$ cat src/rtl/sha256_spi_master.sv
// rtl/sha256_spi_master.sv - SPI register-access master (16-bit frames, SCK idle high)
// A write is one frame; a read is an address frame followed by a data frame.
module sha256_spi_master #(
    parameter int CLK_DIV = 5,
    parameter int LEAD    = 2,
    parameter int GAP     = 10
) (
    input  logic       i_clk,
    input  logic       i_rst,
    input  logic       i_cmd_valid,
    output logic       o_cmd_ready,
    input  logic       i_cmd_rw,
    input  logic [6:0] i_cmd_addr,
    input  logic [7:0] i_cmd_wdata,
    output logic [7:0] o_rd_data,
    output logic       o_rd_valid,
    output logic       o_busy,
    output logic       o_spi_sck,
    output logic       o_spi_ss_n,
    output logic       o_spi_mosi,
    input  logic       i_spi_miso
);

    localparam logic [7:0] CD_M1   = 8'(CLK_DIV - 1);
    localparam logic [7:0] LEAD_M1 = 8'(LEAD - 1);
    localparam logic [7:0] GAP_M1  = 8'(GAP - 1);

    typedef enum logic [2:0] {
        S_IDLE,
        S_LEAD,
        S_SHIFT,
        S_TRAIL,
        S_GAP
    } state_t;

    state_t      state_q, state_d;
    logic [7:0]  cnt_q, cnt_d;
    logic [4:0]  hp_q, hp_d;
    logic [15:0] tx_q, tx_d;
    logic [15:0] rx_q, rx_d;
    logic        rd_q, rd_d;
    logic        second_q, second_d;
    logic        ready_q, ready_d;
    logic        busy_q, busy_d;
    logic        ss_n_q, ss_n_d;
    logic        sck_q, sck_d;
    logic        mosi_q, mosi_d;
    logic [7:0]  rd_data_q, rd_data_d;
    logic        rd_valid_q, rd_valid_d;

    // Only the low byte of the receive register carries read data.
    logic unused_rx;
    assign unused_rx = rx_q[15];

    always_comb begin
        state_d    = state_q;
        cnt_d      = cnt_q;
        hp_d       = hp_q;
        tx_d       = tx_q;
        rx_d       = rx_q;
        rd_d       = rd_q;
        second_d   = second_q;
        ss_n_d     = ss_n_q;
        sck_d      = sck_q;
        mosi_d     = mosi_q;
        rd_data_d  = rd_data_q;
        rd_valid_d = 1'b0;

        case (state_q)
            S_IDLE: begin
                if (i_cmd_valid && ready_q) begin
                    state_d  = S_LEAD;
                    cnt_d    = 8'd0;
                    ss_n_d   = 1'b0;
                    tx_d     = i_cmd_rw ? {1'b1, i_cmd_addr, i_cmd_wdata}
                                        : {1'b0, i_cmd_addr, 8'h00};
                    rd_d     = ~i_cmd_rw;
                    second_d = 1'b0;
                end
            end
            S_LEAD: begin
                if (cnt_q == LEAD_M1) begin
                    // First half-period opens with the falling edge carrying bit 15.
                    state_d = S_SHIFT;
                    cnt_d   = 8'd0;
                    hp_d    = 5'd0;
                    sck_d   = 1'b0;
                    mosi_d  = tx_q[15];
                    tx_d    = {tx_q[14:0], 1'b0};
                end else begin
                    cnt_d = cnt_q + 8'd1;
                end
            end
            S_SHIFT: begin
                if (cnt_q == CD_M1) begin
                    cnt_d = 8'd0;
                    if (hp_q == 5'd31) begin
                        state_d = S_TRAIL;
                        if (second_q) begin
                            rd_valid_d = 1'b1;
                            rd_data_d  = rx_q[7:0];
                        end
                    end else begin
                        hp_d  = hp_q + 5'd1;
                        sck_d = ~sck_q;
                        if (sck_q) begin
                            mosi_d = tx_q[15];
                            tx_d   = {tx_q[14:0], 1'b0};
                        end else begin
                            rx_d = {rx_q[14:0], i_spi_miso};
                        end
                    end
                end else begin
                    cnt_d = cnt_q + 8'd1;
                end
            end
            S_TRAIL: begin
                if (cnt_q == LEAD_M1) begin
                    state_d = S_GAP;
                    cnt_d   = 8'd0;
                    ss_n_d  = 1'b1;
                    mosi_d  = 1'b0;
                end else begin
                    cnt_d = cnt_q + 8'd1;
                end
            end
            S_GAP: begin
                if (cnt_q == GAP_M1) begin
                    cnt_d = 8'd0;
                    if (rd_q && !second_q) begin
                        state_d  = S_LEAD;
                        second_d = 1'b1;
                        tx_d     = 16'h0000;
                        ss_n_d   = 1'b0;
                    end else begin
                        state_d  = S_IDLE;
                        rd_d     = 1'b0;
                        second_d = 1'b0;
                    end
                end else begin
                    cnt_d = cnt_q + 8'd1;
                end
            end
            default: begin
                state_d = S_IDLE;
                ss_n_d  = 1'b1;
                sck_d   = 1'b1;
                mosi_d  = 1'b0;
            end
        endcase

        ready_d = (state_d == S_IDLE);
        busy_d  = ~ready_d;
    end

    always_ff @(posedge i_clk) begin
        if (i_rst) begin
            state_q    <= S_IDLE;
            cnt_q      <= 8'd0;
            hp_q       <= 5'd0;
            tx_q       <= 16'h0000;
            rx_q       <= 16'h0000;
            rd_q       <= 1'b0;
            second_q   <= 1'b0;
            ready_q    <= 1'b0;
            busy_q     <= 1'b0;
            ss_n_q     <= 1'b1;
            sck_q      <= 1'b1;
            mosi_q     <= 1'b0;
            rd_data_q  <= 8'h00;
            rd_valid_q <= 1'b0;
        end else begin
            state_q    <= state_d;
            cnt_q      <= cnt_d;
            hp_q       <= hp_d;
            tx_q       <= tx_d;
            rx_q       <= rx_d;
            rd_q       <= rd_d;
            second_q   <= second_d;
            ready_q    <= ready_d;
            busy_q     <= busy_d;
            ss_n_q     <= ss_n_d;
            sck_q      <= sck_d;
            mosi_q     <= mosi_d;
            rd_data_q  <= rd_data_d;
            rd_valid_q <= rd_valid_d;
        end
    end

    assign o_cmd_ready = ready_q;
    assign o_busy      = busy_q;
    assign o_spi_ss_n  = ss_n_q;
    assign o_spi_sck   = sck_q;
    assign o_spi_mosi  = mosi_q;
    assign o_rd_data   = rd_data_q;
    assign o_rd_valid  = rd_valid_q;

endmodule

$ cat config.mk
export PLATFORM = sky130hd
export DESIGN_NAME = sha256_spi_master
export DESIGN_NICKNAME = d
export VERILOG_FILES = /design/src/rtl/sha256_spi_master.sv
export SDC_FILE = /design/constraint.sdc
export NUM_CORES = 1
export LEC_CHECK = 0
export CORE_MARGIN = 10
export CORE_UTILIZATION = 59
export CTS_CLUSTER_DIAMETER = 60
export DETAILED_ROUTE_END_ITERATION = 12
export GPL_TIMING_DRIVEN = 0
export PLACE_DENSITY_LB_ADDON = 0.1
export SLEW_MARGIN = 5
export SYNTH_ARGS = -nofsm -noshare
export SYNTH_HDL_FRONTEND = slang
export SYNTH_SLANG_ARGS = --single-unit
$ cat constraint.sdc
create_clock -name i_clk -period 4 [get_ports i_clk]
set_clock_uncertainty 0.1 [all_clocks]
set_input_delay 0.4 -clock i_clk [delete_from_list [all_inputs] [get_ports i_clk]]
set_output_delay 0.4 -clock i_clk [all_outputs]
set_load 0.02 [all_outputs]
==> results_dict.tcl, run 1 <==
set metrics [dict create \
    status "finished clean" \
    clock_path_buffers 2 \
    ys_top_cells_by_count "dfxtp_1 (56), nor2_1 (38), a21oi_1 (31)" \
    hold_end "hp_q[4]" \
    drtIter0Drc 183 \
    async_flop_share_pct 0 \
    drt-total-wl_um 6230 \
    synth_edf_count 0 \
    vias 2340 \
    num-nets-final 367 \
    antenna_found_initial 0 \
    path_cells "clkbuf_1 -> buf_2 -> nand2b_1 -> a21oi_1 -> nor3_1 -> a22oi_1 -> a211oi_1" \
    fin_crit_sh_pct 70.0 \
    syn_nets 328 \
    multi_input_area_um2 1430 \
    hold_start "hp_q[4]" \
    core_um2 4350 \
    post_cts_buffers 0 \
    ctsResizeCount 0 \
    die-area_um2 7600 \
    critPathLaunchType "register" \
    slew_violations 0 \
    synth_warnings 0 \
    r2r_cells 7 \
    peakVddDrop_uv 301 \
    seq_area_um2 1120 \
    required_ns 4.12 \
    h-tree-depth 2 \
    layout-drive-gt1-share_pct 6.71 \
    grt_pass1_wl_um 10700 \
    synth_top_area_share_pct 42.1 \
    cts.sinks 56 \
    netlist_area_um2 2660 \
    tightestPinTransition_ns 0.995 \
    io_buffers 32 \
    place_hpwl_um 4530 \
    yosysTopAreaCell "dfxtp_1" \
    crit_path_top_delay_cell "nor3_1" \
    grtUsageTotal_pct 16.9 \
    ys_types 48 \
    cts_root_buf "clkbuf_8" \
    maxCapViolations 0 \
    slew-limit-headroom_pct 33.0 \
    finalWorstSetupSlack_ns 1.20 \
    worst-setup-path-type "register to register" \
    hold_path_depth 2 \
    p_leak_uw 0.00119 \
    postPlaceCellArea_um2 3050 \
    r2r_end "tx_q[7]" \
    syn_inst 303 \
    finalNonFillerCells 395 \
    fmax_mhz 357 \
    crit_family "simple AND/OR/NAND/NOR gates" \
    rows 24 \
    start_util_pct 61.2 \
    cts_buffers 5 \
    synthFlopType "dfxtp_1" \
    finalHoldViolations 0 \
    setup_viol 0 \
    antennaDiodeCount 0 \
    power_density_nw_per_um2 409 \
    postLayoutCellArea_um2 3170 \
    wl_per_cell_um 15.8 \
    period_minus_slack_ns 2.80 \
    yosys-top-cells-area "dfxtp_1 (42%), mux2i_1 (6.4%), a21oi_1 (5.8%)" \
    timing.rr.start "state_q[0]" \
    die_height_um 87.2 \
    grt-ovfl-total 0 \
    endpoint_kind "register" \
    avgSynthCellArea_um2 8.79 \
    viasPerCell 5.92 \
    hold_buffers 0 \
    clk_pin_slew_worst_paths_ns 0.10 \
    critPathMaxFanout 10 \
    tns_ns 0 \
    grt_pass1_vias 2299 \
    synth_seq_area_share_pct 42.1 \
    dr.pass1.iters 4 \
    cpPeakStageDelay_ns 0.85 \
    rsz0062_at_grt "no" \
    worstHoldPathType "register to register" \
    pre_cts_ws_ns 1.26 \
    dp_cells 387 \
    p_total_uw 1290 \
    syn2layout_area_growth_pct 18.8 \
    drc 0 \
    arrival_ns 2.92 \
    yosysMostFrequentCell "dfxtp_1" \
    grt_max_degree 19 \
    cts_tree "done" \
    ios 34 \
    synth-seq-cells 56 \
    path_buf_inv 2 \
    fillCellCount 341 \
    rrSetupSlack_ns 1.20 \
    gp_congestion 0.928 \
    postRouteAntennaNets 0 \
    worstSkewPairLatency_ns 0.31 \
    die_w_um 87.2 \
]
layer usage:
metal	up-vias	wire [µm]	track usage, %	share of wire (%)
li1	1179	-	-	-
met1	1096	2860	21.7	46
met2	60	2930	27.6	47
met3	5	397	4.21	6.4
met4	0	49	4.06	0.79
met5	-	0	0	0
final cells by class:
| type | count | area share (%) |
|---|---|---|
| buffer | 20 | 2.73 |
| clock buffer | 5 | 2.17 |
| clock inverter | 3 | 1.50 |
| inverter | 6 | 0.711 |
| multi-input combinational | 221 | 45.3 |
| sequential | 56 | 35.4 |
| tap | 52 | 2.06 |
| timing repair buffer | 32 | 10.1 |
report_power, final:
group          internal (µW)  total [µW]  leakage [µW]  switching, µW
Combinational            118         285      0.000674            167
Sequential               604         632      0.000455           28.0
Clock                    189         378     0.0000583            189
Total                    910        1290       0.00119            384
placed cells by master (no fill, tap or decap), drive strengths merged, types with 10 or more instances in the layout:
master	n
a22oi	14
clkbuf	17
dfxtp	56
a21oi	31
nand3	10
nor2	38
mux2i	17
clkdlybuf4s50	32
a211oi	17
nand2	14
flip-flops by register name, summed over array words and instances (netlist names):
name	count
o_spi_ss_n	1
rd_q	1
hp_q	5
tx_q	16
o_spi_mosi	1
o_rd_data	8
o_spi_sck	1
second_q	1
rx_q	8
o_cmd_ready	1
o_rd_valid	1
o_busy	1
cnt_q	8
state_q	3
how the worst max path moves through the flow:
stage,startpoint,depth (start not counted),slack [ns],to
final,state_q[0],7,1.20,tx_q[7]
after global routing,state_q[0],7,0.86,tx_q[5]
after CTS,state_q[0],7,1.21,tx_q[7]
after detailed placement,state_q[0],7,1.26,tx_q[7]
after global placement,state_q[0],7,1.25,tx_q[5]
after floorplan,hp_q[0],10,1.60,tx_q[0]
through the flow:
step	hold slack [ns]	utilization (%)
2_1_floorplan	0.336	-
3_3_place_gp	0.344	70.0
3_5_place_dp	0.350	70.0
4_1_cts	0.366	72.7
5_1_grt	0.391	72.7
6_report	0.363	72.7
worst register-to-register path: stages (launching register included):
cell and delay, ns:
dfxtp_1 0.32, clkbuf_1 0.29, buf_2 0.27, nand2b_1 0.19, a21oi_1 0.23, nor3_1 0.86
a22oi_1 0.16, a211oi_1 0.30
cell families (layout without fill, tap and decap cells):
kind of cell               Yosys count  after routing  share of synthesized area, %
muxes                               17             17                          6.39
buffers and inverters               26             66                          4.09
DFF                                 56             56                          42.1
AOI/OAI and AO/OA                   83             83                          20.9
adders and majority gates            5              5                          2.35
xor gates and xnor gates            10             10                          3.29
and+or+nand+nor                    106            106                          20.9
Note: power is estimated with default switching activity, not from simulation.
==> inputs of run 2 (changes only) <==
--- a/config.mk
+++ b/config.mk
@@ -6,7 +6,7 @@
 export NUM_CORES = 1
 export LEC_CHECK = 0
 export CORE_MARGIN = 10
-export CORE_UTILIZATION = 59
+export CORE_UTILIZATION = 49
 export CTS_CLUSTER_DIAMETER = 60
 export DETAILED_ROUTE_END_ITERATION = 12
 export GPL_TIMING_DRIVEN = 0
==> constraint.sdc (replaced) <==
create_clock -name i_clk -period 2.3 [get_ports i_clk]
set_clock_uncertainty 0.1 [all_clocks]
set_input_delay 0.23 -clock i_clk [delete_from_list [all_inputs] [get_ports i_clk]]
set_output_delay 0.23 -clock i_clk [all_outputs]
set_load 0.02 [all_outputs]
==> run 2 against run 1 <==
  * Worst setup slack got worse by 1.2 ns
  * Clock power rose by 47%
  * Fmax increased by 22%
  * Routed wire length up 11%
  * Register-to-register slack worse by 1.2 ns
  * Non-clock buffer count grew 17
  * Clock-buffer cell count rose by 2
  * Flip-flop and latch count stayed put
  * Die area increased by 16%
  * Combinational power up 150%
  * Final area grew 15%
  * Cell count is 8.9% higher
  * Critical endpoint is now tx_q[1]
  * Highest routed layer unchanged
==> results_dict.tcl, run 2 (synthesis results as in run 1) <==
set metrics [dict create \
    grt_max_degree 17 \
    die_height_um 93.7 \
    dr.pass1.iters 4 \
    use_met3_pct 3.04 \
    fin_crit_sh_pct 99.4 \
    status "finished clean" \
    viasPerCell 5.66 \
    worstHoldPathType "primary input to register" \
    fillCellCount 415 \
    drt-total-wl_um 6930 \
    clock_path_buffers 2 \
    required_ns 2.36 \
    grt-ovfl-total 0 \
    timing.rr.start "hp_q[0]" \
    period_minus_slack_ns 2.29 \
    setup_viol 0 \
    maxCapViolations 0 \
    finalNonFillerCells 430 \
    postPlaceCellArea_um2 3100 \
    final_cell_mix "dfxtp_1 (51), nor2_1 (37), clkdlybuf4s50_1 (32)" \
    tightestPinTransition_ns 0.623 \
    wl_per_cell_um 16.1 \
    clk_pin_slew_worst_paths_ns 0.10 \
    cts_tree "done" \
    postLayoutCellArea_um2 3630 \
    seq_area_um2 1130 \
    ios 34 \
    slew_violations 0 \
    hold_end "second_q" \
    vias 2435 \
    p_leak_uw 0.00134 \
    power_density_nw_per_um2 652 \
    layout_commonest_cell "dfxtp_1" \
    cts.sinks 56 \
    grtUsageMet2_pct 24.3 \
    critPathLaunchType "register" \
    hold_start "i_rst" \
    pre_cts_ws_ns -0.429 \
    holdWs_ns 0.325 \
    r2r_cells 9 \
    cts_buffers 5 \
    syn2layout_area_growth_pct 36.3 \
    grt_pass1_wl_um 11200 \
    rrSetupSlack_ns 0.01 \
    gp_congestion 0.890 \
    arrival_ns 2.35 \
    finalHoldViolations 0 \
    grt_pass1_vias 2345 \
    place_hpwl_um 4690 \
    cts_root_buf "clkbuf_8" \
    core_um2 5200 \
    multi_input_area_um2 1670 \
    hold_buffers 0 \
    h-tree-depth 2 \
    regMostFlops "tx_q" \
    hold_path_depth 2 \
    dp_cells 405 \
    critPathMaxFanout 4 \
    worstSkewPairLatency_ns 0.31 \
    r2r_end "tx_q[1]" \
    die-area_um2 8790 \
    num-nets-final 384 \
    start_util_pct 51.2 \
    antenna_found_initial 0 \
    endpoint_kind "register" \
    grtUsageTotal_pct 15.4 \
    fmax_mhz 438 \
    drtIter0Drc 202 \
    worst-setup-path-type "register to register" \
    rsz0062_at_grt "yes" \
    finalWorstSetupSlack_ns 0.0149 \
    peakVddDrop_uv 390 \
    postRouteAntennaNets 0 \
    antennaDiodeCount 0 \
    drc 0 \
    grt.busiest_layer "met2" \
    io_buffers 32 \
    slew-limit-headroom_pct 58.5 \
    layout-drive-gt1-share_pct 23.3 \
    largest_register_ffs 16 \
    rows 26 \
    die_w_um 93.7 \
    groute.layer.met1.usage_pct 21.1 \
]
==> run 2: changes by cell type in the layout (fill, tap and decap cells not counted), sizes merged <==
cell and change:
buf +21, bufinv -1, clkbuf -2, clkinv -2
clkinvlp +1
==> run 2: power breakdown <==
part / switching, µW / total, µW / internal, µW
clock: 309 / 554 / 245
combinational: 365 / 703 / 338
sequential: 61.1 / 1110 / 1050
total: 735 / 2370 / 1630
==> run 2: layer usage <==
layer,share of wire (%),vias up
met3,5.0,7
met4,0.98,0
met2,47,56
met1,47,1158
li1,-,1214
met5,0,-
==> run 2: how the worst max path moves through the flow <==
stage	from	endpoint	slack, ns	depth (start not counted)
6_report	hp_q[0]	tx_q[1]	0.01	9
5_1_grt	hp_q[0]	tx_q[2]	-0.07	10
4_1_cts	hp_q[1]	tx_q[8]	-0.02	9
3_5_place_dp	state_q[0]	tx_q[5]	-0.43	7
3_3_place_gp	state_q[0]	tx_q[5]	-0.44	7
2_1_floorplan	hp_q[1]	tx_q[0]	-0.0005	10
==> run 2: worst max-delay path, cell delays in order, from the launching register on <==
cell and delay, ns:
dfxtp_4 0.37, ha_4 0.15, and3_4 0.18, ha_4 0.16, nand3b_1 0.17, o311a_1 0.39
o21ai_4 0.21, and2_4 0.22, buf_4 0.14, a211oi_1 0.06
==> run 2: what timing repair did <==
action                                  CTS  global route
endpoints found under the setup margin   44            42
gates cloned                              1             0
pin swaps                                 7            14
gates resized for setup                  21            42
buffers inserted                         13             8
==> run 2: stage by stage <==
stage                     utilization, %  total power, µW  setup TNS [ns]
after floorplan                        -             1480       -0.000475
after global placement              59.5             1620          -11.41
after detailed placement            59.5             1620          -11.13
after CTS                           65.0             2240         -0.0406
after global routing                69.8             2490          -0.880
final                               69.8             2370               0
==> run 2: layout make-up <==
cell class / instances / area share (%)
multi-input cells: 221 / 46.1
flip-flops and latches: 56 / 31.2
repair buffers: 54 / 14.8
well taps: 70 / 2.41
clock buffers: 7 / 2.38
plain buffers: 15 / 2.27
inverters: 6 / 0.620
clock inverters: 1 / 0.207
